File: src/rtl/flofifo_pkg.sv
// Shared definitions for the flofifo drain path: FSM encoding, skid depth and
// the burst header layout on the 32-bit host stream.
package flofifo_pkg;

  typedef enum logic [1:0] {
    ST_IDLE   = 2'd0,
    ST_HEADER = 2'd1,
    ST_DRAIN  = 2'd2
  } state_t;

  localparam int SKID_DEPTH  = 3;
  localparam int OUT_WIDTH   = 32;
  localparam int HDR_TAG_LSB = 24;
  localparam int HDR_SEQ_LSB = 16;
  localparam int HDR_LEN_LSB = 0;

  function automatic logic [OUT_WIDTH-1:0] make_header(input logic [7:0]  tag,
                                                       input logic [7:0]  seq,
                                                       input logic [15:0] len);
    logic [OUT_WIDTH-1:0] h;
    h = '0;
    h[HDR_TAG_LSB +: 8]  = tag;
    h[HDR_SEQ_LSB +: 8]  = seq;
    h[HDR_LEN_LSB +: 16] = len;
    return h;
  endfunction

endpackage

File: src/rtl/flo_skid3.sv
// Three-entry synchronous buffer between the FIFO read port and the stream
// output; occupancy is exported so the pop logic can reserve space.
module flo_skid3
  import flofifo_pkg::*;
#(
  parameter int WIDTH = 24
) (
  input  logic             clk,
  input  logic             rst,
  input  logic             wr_en,
  input  logic [WIDTH-1:0] wr_data,
  input  logic             rd_en,
  output logic [WIDTH-1:0] rd_data,
  output logic             empty,
  output logic [1:0]       occ
);

  logic [WIDTH-1:0] mem [SKID_DEPTH];
  logic [1:0]       wp;
  logic [1:0]       rp;

  function automatic logic [1:0] ptr_inc(input logic [1:0] p);
    return (p == 2'(SKID_DEPTH - 1)) ? 2'd0 : p + 2'd1;
  endfunction

  always_ff @(posedge clk) begin
    if (wr_en) mem[wp] <= wr_data;
  end

  always_ff @(posedge clk) begin
    if (rst) begin
      wp  <= 2'd0;
      rp  <= 2'd0;
      occ <= 2'd0;
    end else begin
      if (wr_en) wp <= ptr_inc(wp);
      if (rd_en) rp <= ptr_inc(rp);
      if (wr_en && !rd_en)      occ <= occ + 2'd1;
      else if (!wr_en && rd_en) occ <= occ - 2'd1;
    end
  end

  assign rd_data = mem[rp];
  assign empty   = (occ == 2'd0);

endmodule

File: src/rtl/flofifo_drain.sv
// Drains the RX sample FIFO into framed bursts (header + N data words) on a
// 32-bit valid/ready stream; bursts start on a full BURST or after a timeout.
module flofifo_drain
  import flofifo_pkg::*;
#(
  parameter int         LENGTH  = 32,
  parameter int         WIDTH   = 24,
  parameter int         BURST   = 8,
  parameter int         TIMEOUT = 1000,
  parameter logic [7:0] TAG     = 8'hA5
) (
  input  logic                      clk,
  input  logic                      rst,
  input  logic                      enable_i,
  input  logic [WIDTH-1:0]          fifo_data_i,
  input  logic                      fifo_valid_i,
  input  logic [$clog2(LENGTH)-1:0] fifo_locs_i,
  input  logic                      fifo_empty_i,
  input  logic                      fifo_full_i,
  output logic                      fifo_read_o,
  output logic [OUT_WIDTH-1:0]      data_o,
  output logic                      valid_o,
  input  logic                      ready_i,
  output logic                      last_o,
  output logic                      busy_o,
  output logic [7:0]                seq_o
);

  localparam int            TW    = (TIMEOUT > 1) ? $clog2(TIMEOUT) : 1;
  localparam logic [TW-1:0] T_MAX = (TIMEOUT > 0) ? TW'(TIMEOUT - 1) : '0;

  state_t           state;
  state_t           state_nxt;
  logic [7:0]       seq;
  logic [TW-1:0]    tcnt;
  logic [15:0]      burst_len;
  logic [15:0]      pops_left;
  logic [15:0]      words_left;
  logic [15:0]      latch_len;
  logic             latch;
  logic [31:0]      avail;
  logic             in_burst;
  logic             room;
  logic             pop_p0;
  logic             vld_p1;
  logic             skid_wr;
  logic             skid_empty;
  logic [1:0]       skid_occ;
  logic [WIDTH-1:0] skid_q;
  logic             xfer;
  logic             data_xfer;

  function automatic logic [TW-1:0] tcnt_sat_inc(input logic [TW-1:0] t);
    return (t == T_MAX) ? t : t + TW'(1);
  endfunction

  // locs wraps to zero when the FIFO is full, so full overrides it
  assign avail    = fifo_full_i ? 32'(LENGTH) : 32'(fifo_locs_i);
  assign in_burst = (state != ST_IDLE);

  // Stage p0: pop issue; space is reserved for words still in flight so the
  // decision depends only on registered state, never on ready_i.
  assign room   = ({1'b0, skid_occ} + {2'b00, vld_p1}) < 3'(SKID_DEPTH);
  assign pop_p0 = !rst && in_burst && (pops_left != 16'd0) && !fifo_empty_i && room;

  // Stage p1: FIFO word lands in the skid buffer one cycle after the pop.
  assign skid_wr = vld_p1 && fifo_valid_i;

  flo_skid3 #(
    .WIDTH (WIDTH)
  ) u_skid (
    .clk     (clk),
    .rst     (rst),
    .wr_en   (skid_wr),
    .wr_data (fifo_data_i),
    .rd_en   (data_xfer),
    .rd_data (skid_q),
    .empty   (skid_empty),
    .occ     (skid_occ)
  );

  assign xfer        = valid_o && ready_i;
  assign data_xfer   = (state == ST_DRAIN) && xfer;
  assign fifo_read_o = pop_p0;
  assign busy_o      = in_burst;
  assign seq_o       = seq;

  always_comb begin
    state_nxt = state;
    latch     = 1'b0;
    latch_len = 16'(BURST);
    valid_o   = 1'b0;
    last_o    = 1'b0;
    data_o    = '0;
    case (state)
      ST_IDLE: begin
        if (enable_i && avail >= 32'(BURST)) begin
          state_nxt = ST_HEADER;
          latch     = 1'b1;
        end else if (enable_i && TIMEOUT != 0 && tcnt == T_MAX && !fifo_empty_i) begin
          state_nxt = ST_HEADER;
          latch     = 1'b1;
          latch_len = avail[15:0];
        end
      end
      ST_HEADER: begin
        valid_o = 1'b1;
        data_o  = make_header(TAG, seq, burst_len);
        if (ready_i) state_nxt = ST_DRAIN;
      end
      ST_DRAIN: begin
        valid_o = !skid_empty;
        data_o  = skid_empty ? '0 : OUT_WIDTH'(skid_q);
        last_o  = !skid_empty && (words_left == 16'd1);
        if (valid_o && ready_i && words_left == 16'd1) state_nxt = ST_IDLE;
      end
      default: state_nxt = ST_IDLE;
    endcase
  end

  always_ff @(posedge clk) begin
    if (rst) begin
      state      <= ST_IDLE;
      seq        <= 8'd0;
      tcnt       <= '0;
      burst_len  <= 16'd0;
      pops_left  <= 16'd0;
      words_left <= 16'd0;
      vld_p1     <= 1'b0;
    end else begin
      state  <= state_nxt;
      vld_p1 <= pop_p0;
      if (latch) begin
        burst_len  <= latch_len;
        pops_left  <= latch_len;
        words_left <= latch_len;
      end else begin
        if (pop_p0)    pops_left  <= pops_left - 16'd1;
        if (data_xfer) words_left <= words_left - 16'd1;
      end
      if (data_xfer && words_left == 16'd1) seq <= seq + 8'd1;
      // saturating so a partial fill flushes as soon as enable_i returns
      if (in_burst || state_nxt != ST_IDLE || avail == 32'd0 || avail >= 32'(BURST))
        tcnt <= '0;
      else
        tcnt <= tcnt_sat_inc(tcnt);
    end
  end

endmodule

File: config.mk
export PLATFORM = sky130hd
export DESIGN_NAME = flofifo_drain
export DESIGN_NICKNAME = d
export VERILOG_FILES = /design/src/rtl/flofifo_pkg.sv /design/src/rtl/flo_skid3.sv /design/src/rtl/flofifo_drain.sv
export SDC_FILE = /design/constraint.sdc
export NUM_CORES = 1
export LEC_CHECK = 0
export ABC_CLOCK_PERIOD_IN_PS = 3250
export BUFFER_PORTS_ARGS = -buffer_cell sky130_fd_sc_hd__buf_2
export CORE_MARGIN = 3
export CORE_UTILIZATION = 60
export CTS_BUF_LIST = sky130_fd_sc_hd__clkbuf_8
export DETAILED_ROUTE_END_ITERATION = 10
export PLACE_DENSITY_LB_ADDON = 0.05
export SYNTH_ARGS = -nofsm -noshare
export SYNTH_HDL_FRONTEND = slang
export SYNTH_SLANG_ARGS = --single-unit
File: constraint.sdc
create_clock -name clk -period 3.25 [get_ports clk]
set_input_delay 0.1625 -clock clk [delete_from_list [all_inputs] [get_ports clk]]
set_output_delay 0.1625 -clock clk [all_outputs]
set_load 0.05 [all_outputs]
# Word-level counts from Yosys, hierarchy flattened
# Memory sizes are Yosys's and may differ from the RTL's. A register that Yosys moved wholly into a read port is not among the register bits.
# Index checks and enable logic that the tools add are counted.
# word_totals
ff_bits	75
ram_bits	72
inputBits	36
out_inout_bits	44
mem_count	1
# memory_table
memory	depth	width	read_ports	rd_clocked_by_memory_dff	wr	line	source
u_skid.mem	3	24	1	1	1	flo_skid3.sv:18	logic [WIDTH-1:0] mem [SKID_DEPTH];
# classes
addsub	9
order_cmp	2
eq_ne	6
muxes	28
reduce_logical	34
# op_table
cell	n
$mux W16	4
$pmux W32 S2	1
$logic_not A32 Y1	1
$sub A16 B1 Y16 const B	2
$mux W24	1
$mux W6	4
$mux W2	10
$eq A16 B1 Y1 const B	1
$logic_and A1 B1 Y1	16
$reduce_bool A16 Y1	1
$add A10 B1 Y10 const B	1
$eq A10 B10 Y1 const B	1
$reduce_bool A2 Y1	5
$add A8 B1 Y8 const B	1
$add A2 B1 Y2 const B	3
$eq A2 B2 Y1 const B	3
$ge A6 B4 Y1 const B	1
$mux W1	6
$pmux W2 S3	1
$logic_not A1 Y1	5
$logic_not A2 Y1	2
$add A2 B1 Y3	1
$logic_or A1 B1 Y1	3
$lt A3 B2 Y1 const B	1
other kinds (4)	4

# Longest topological paths before layout
# logic_depth
ltp_word	11
depth_mapped	10

# Modules after synthesis
# From an unflattened synthesis, not the netlist that was laid out.
# hier_totals
cells_unflattened	556
hier_area_um2	6218.5
# by_module_without_submodules
mod	n_inst	cells_each	area_each_um2	seq_area_each_um2
flofifo_drain	1	372	3253.1	1181.1
flo_skid3	1	184	2965.3	2322.2

# Least setup slack after synthesis
# OpenSTA, ideal clock, no wires.
# synth_timing
path_type	register -> output
startpoint	register words_left[2]
endpoint	output last_o
arrival_ns	2.642
t_required_ns	3.087
setup_slack_ns	0.445
path_stages_with_launch	6
path_buffers	2
path_cell_list	dfxtp_1 or4_1 or3_1 clkbuf_1 clkbuf_1 nor3_1
# synth_between
elab_chain_len	3
# synth_rtl
item	line	source
start: declaration	flofifo_drain.sv:38	logic [15:0] words_left;
start signal: assignment	flofifo_drain.sv:136	words_left <= latch_len;
start signal: assignment	flofifo_drain.sv:139	if (data_xfer) words_left <= words_left - 16'd1;
$eq A16 B1 Y1	flofifo_drain.sv:114	last_o = !skid_empty && (words_left == 16'd1);
$logic_and A1 B1 Y1	flofifo_drain.sv:114	
$mux W1	flofifo_drain.sv:95	case (state)
end: declaration	flofifo_drain.sv:24	output logic last_o,
# Every way passes these cells.

# Worst setup path after layout
# layout_timing
startpoint	register state[1]
endpoint	output fifo_read_o
# layout_between
elab_chain_len	5
# layout_rtl
item	line	source
start: declaration	flofifo_drain.sv:32	state_t state;
start signal: assignment	flofifo_drain.sv:131	state <= state_nxt;
$reduce_bool A2 Y1	flofifo_drain.sv:59	assign in_burst = (state != ST_IDLE);
$logic_and A1 B1 Y1 (4 in a row)	flofifo_drain.sv:64	assign pop_p0 = !rst && in_burst && (pops_left != 16'd0) && !fifo_empty_i && room;
end: declaration	flofifo_drain.sv:20	output logic fifo_read_o,
# Every way passes these cells.

==> results.md <==
- Routed Antenna Nets: 0
- Worst setup EP type: primary output
- EDFF count, synth: 72
- Worst flop-to-flop path startpoint: words_left[8]
- Pin count of the biggest net entering global routing: 31
- Initial antenna violation count: 0
- Gate power share: between 8 and 9%
- DR WL/cell: ~15 um
- Die span in x: 107 um
- FFs w/ async S/R, synth: 0%
- Critical Path Start Type: flop
- Die area: roughly 11000 um^2
- CTS Sinks: between 100 and 150
- Clock transition at the registers of the reported paths: ~0.070 ns
- Inst Count DP: between 700 and 800
- YS warnings: 0
- Gates resized, CTS repair: 0
- Global-route wire length before repair: 21.1 mm
- Critical path's slowest cell: nor4_1
- Total grt overflow: 0
- Flop pwr share: between 50% and 60%
- Die height: approximately 110 um
- Commonest non-fill, non-tap cell in the layout: nor2_1
- Hold WC Path Type: primary input to flop
- Worst Tran Pin Value: between 0.9 and 1 ns
- Lkg Pwr: 2.72 nW
- Period utilization: between 90% and 100%
- Main flop type after synthesis: edfxtp_1
- Unrepaired setup endpoints after global routing: no
- DR vias/cell: 5.61
- Clock skew: 0.00716 ns
- Layout cells sized above 1: between 10% and 20%
- Final Total Pwr: between 3 and 4 mW
- Sw frac: 23.8%
- Nets: between 700 and 800
- Area of the multi-input gates: roughly 2400 um^2
- Hold Crit Start: fifo_locs_i[2]
- HPWL after detailed placement: 8.45 mm
- Final setup violation count: 0
- CTS tree: done
- Pwr/cell area: around 490 nW/um^2
- Clock Root Buffer: clkbuf_8
- Ant diodes: 0
- Mapped Cells: ~570
- Row cnt: 36
- Non-filler instance count after layout: 817
- Worst endpoint required time: between 3 and 4 ns
- Drt drc: 0
- Fillers: just over 700
- Worst hold slack: between 0.05 and 0.06 ns
- Number of global-route vias before repair: around 4500
- Clock Power Share: 38.2%
- DRT Wirelength: approximately 13 mm
- Slew Limit Fails: 0
- Core ar.: 9820 um^2
- Rel. slew slack: approximately 36%
- Crit-path cells: inv_1 -> ha_1 -> nor4_1 -> nand2_1 -> a31oi_1 -> buf_2
- Num CTS Buffers: 17
- Min Tclk post-route: around 3.0 ns
- IO buf count: 75
- Worst-path fanout max: 7
- Synthesis-stage register bit count: 139
- Iter 0 DRT Violations: about 250
- H-tree levels: 4
- Area Overhead vs Synth: 19.1%
- Internal power: 2.72 mW
- Clk buf depth: 2
- Most frequent cells in the layout: nor2_1, buf_2, edfxtp_1
- Synth cell types: 53
- Largest stage delay on the critical path: about 0.57 ns
- Final Hold Violating Endpoints: 0
- Routed vias: roughly 4600
- Pre-antenna DRT Iters: 5
- WP data arrival: about 2.9 ns
- Setup tns final: 0 ns
- Initial Util: around 62%
- Max Cap Viol: 0
- Setup crit start: state[1]
- Sw Pwr: 0.852 mW
- Reg area: ~3500 um^2
- Outcome: finished clean
- Post-synthesis sequential area ratio: a little under three fifths
- F_max: 0.329 GHz
- # IOs: 80
- Syn_area_per_cell: 10.6 um^2
- Setup CP Type: flop to primary output
- Worst reg-to-reg setup slack: 0.56 ns
- Final GP Congestion: 0.813
- GRT Resource Usage Total: roughly a quarter
- Synth Cell Area: 6090 um^2
- Peak supply drop: 0.394 mV
- Clock latency on the worst-skew pair: about 0.43 ns
## repair_timing
| action | in CTS | in global routing |
|---|---|---|
| setup buffers | 0 | 0 |
| setup endpoints to repair | 0 | 0 |
| hold buffers | 24 | 0 |
| hold endpoints to repair | 72 | 0 |
## final timing paths
check,endpoint,depth (start not counted)
max,fifo_read_o,6
min,burst_len[2],3
max reg2reg,tcnt[0],5
min reg2reg,burst_len[0],2
## routing by layer
| metal | up-vias | wire length [um] | global-route usage, % | part of all wire [%] |
|---|---|---|---|---|
| met2 | 118 | 6070 | 37.8 | 48 |
| li1 | 2269 | - | - | - |
| met3 | 20 | 656 | 5.90 | 5.2 |
| met1 | 2175 | 5620 | 30.4 | 45 |
| met4 | 0 | 259 | 10.4 | 2.1 |
| met5 | - | 0 | 0 | 0 |
## power groups by stage
stage                     logic (mW)  clock network [mW]  registers [mW]
after floorplan                0.217                   0            1.92
after global placement         0.287                   0            1.93
after detailed placement       0.294                   0            1.93
after CTS                      0.318                1.40            1.89
after global routing           0.353                1.47            1.89
final                          0.319                1.37            1.89
## layout make-up
type,count,area share (%)
clock buffer,17,3.23
timing repair buffer,111,10.1
multi-input combinational,391,33.3
inverter,12,0.621
clock inverter,14,2.16
tap,133,2.30
sequential,139,48.3
## synth_stat cells, types with 4 or more instances
| master | n | area (um^2) |
|---|---|---|
| clkbuf_1 | 20 | 75.1 |
| a211oi_1 | 5 | 37.5 |
| nor4_1 | 23 | 144 |
| mux2i_1 | 30 | 300 |
| inv_1 | 11 | 41.3 |
| nor2_1 | 78 | 293 |
| dfxtp_1 | 67 | 1340 |
| and2_1 | 4 | 25.0 |
| xor2_1 | 11 | 96.3 |
| nand2_1 | 38 | 143 |
| ha_1 | 12 | 150 |
| or4_1 | 10 | 75.1 |
| or3_1 | 14 | 87.6 |
| a21oi_1 | 39 | 195 |
| buf_4 | 7 | 52.6 |
| nand3_1 | 12 | 60.1 |
| nor3_1 | 17 | 85.1 |
| buf_1 | 4 | 15.0 |
| xnor2_1 | 23 | 201 |
| edfxtp_1 | 72 | 2160 |
| o21ai_0 | 23 | 115 |
## cell families after synthesis
group	share of synthesized area, %
AOI/OAI and AO/OA	9.02
other	0.0616
and+or+nand+nor	17.8
DFF	57.5
xor gates and xnor gates	4.89
muxes	4.93
adders and majority gates	2.47
buffers and inverters	3.25
## worst max-delay path: cells and delay by family, from the launching register on
family | cells | cell delay, ns
compound gates | 1 | 0.47
fa+ha+maj | 1 | 0.28
buf+inv | 2 | 0.46
flops | 1 | 0.42
simple gates | 2 | 0.82
## state kept, by name, indices dropped and copies added, names as in the netlist, 2 cells and up, named ones only
signal,flops
u_skid.mem,72
pops_left,16
words_left,16
tcnt,10
seq_o,8
burst_len,6
state,2
u_skid.occ,2
u_skid.rp,2
u_skid.wp,2
## metrics by stage
step | utilization, % | setup WS [ns] | instance area, um^2
global placement | 67.4 | 0.698 | 6620
detailed placement | 67.4 | 0.586 | 6620
finish | 73.8 | 0.212 | 7250
global route | 73.8 | 0.0103 | 7250
floorplan | - | 0.445 | 6100
CTS | 73.8 | 0.223 | 7250
Note: power is estimated with default switching activity, not from simulation.
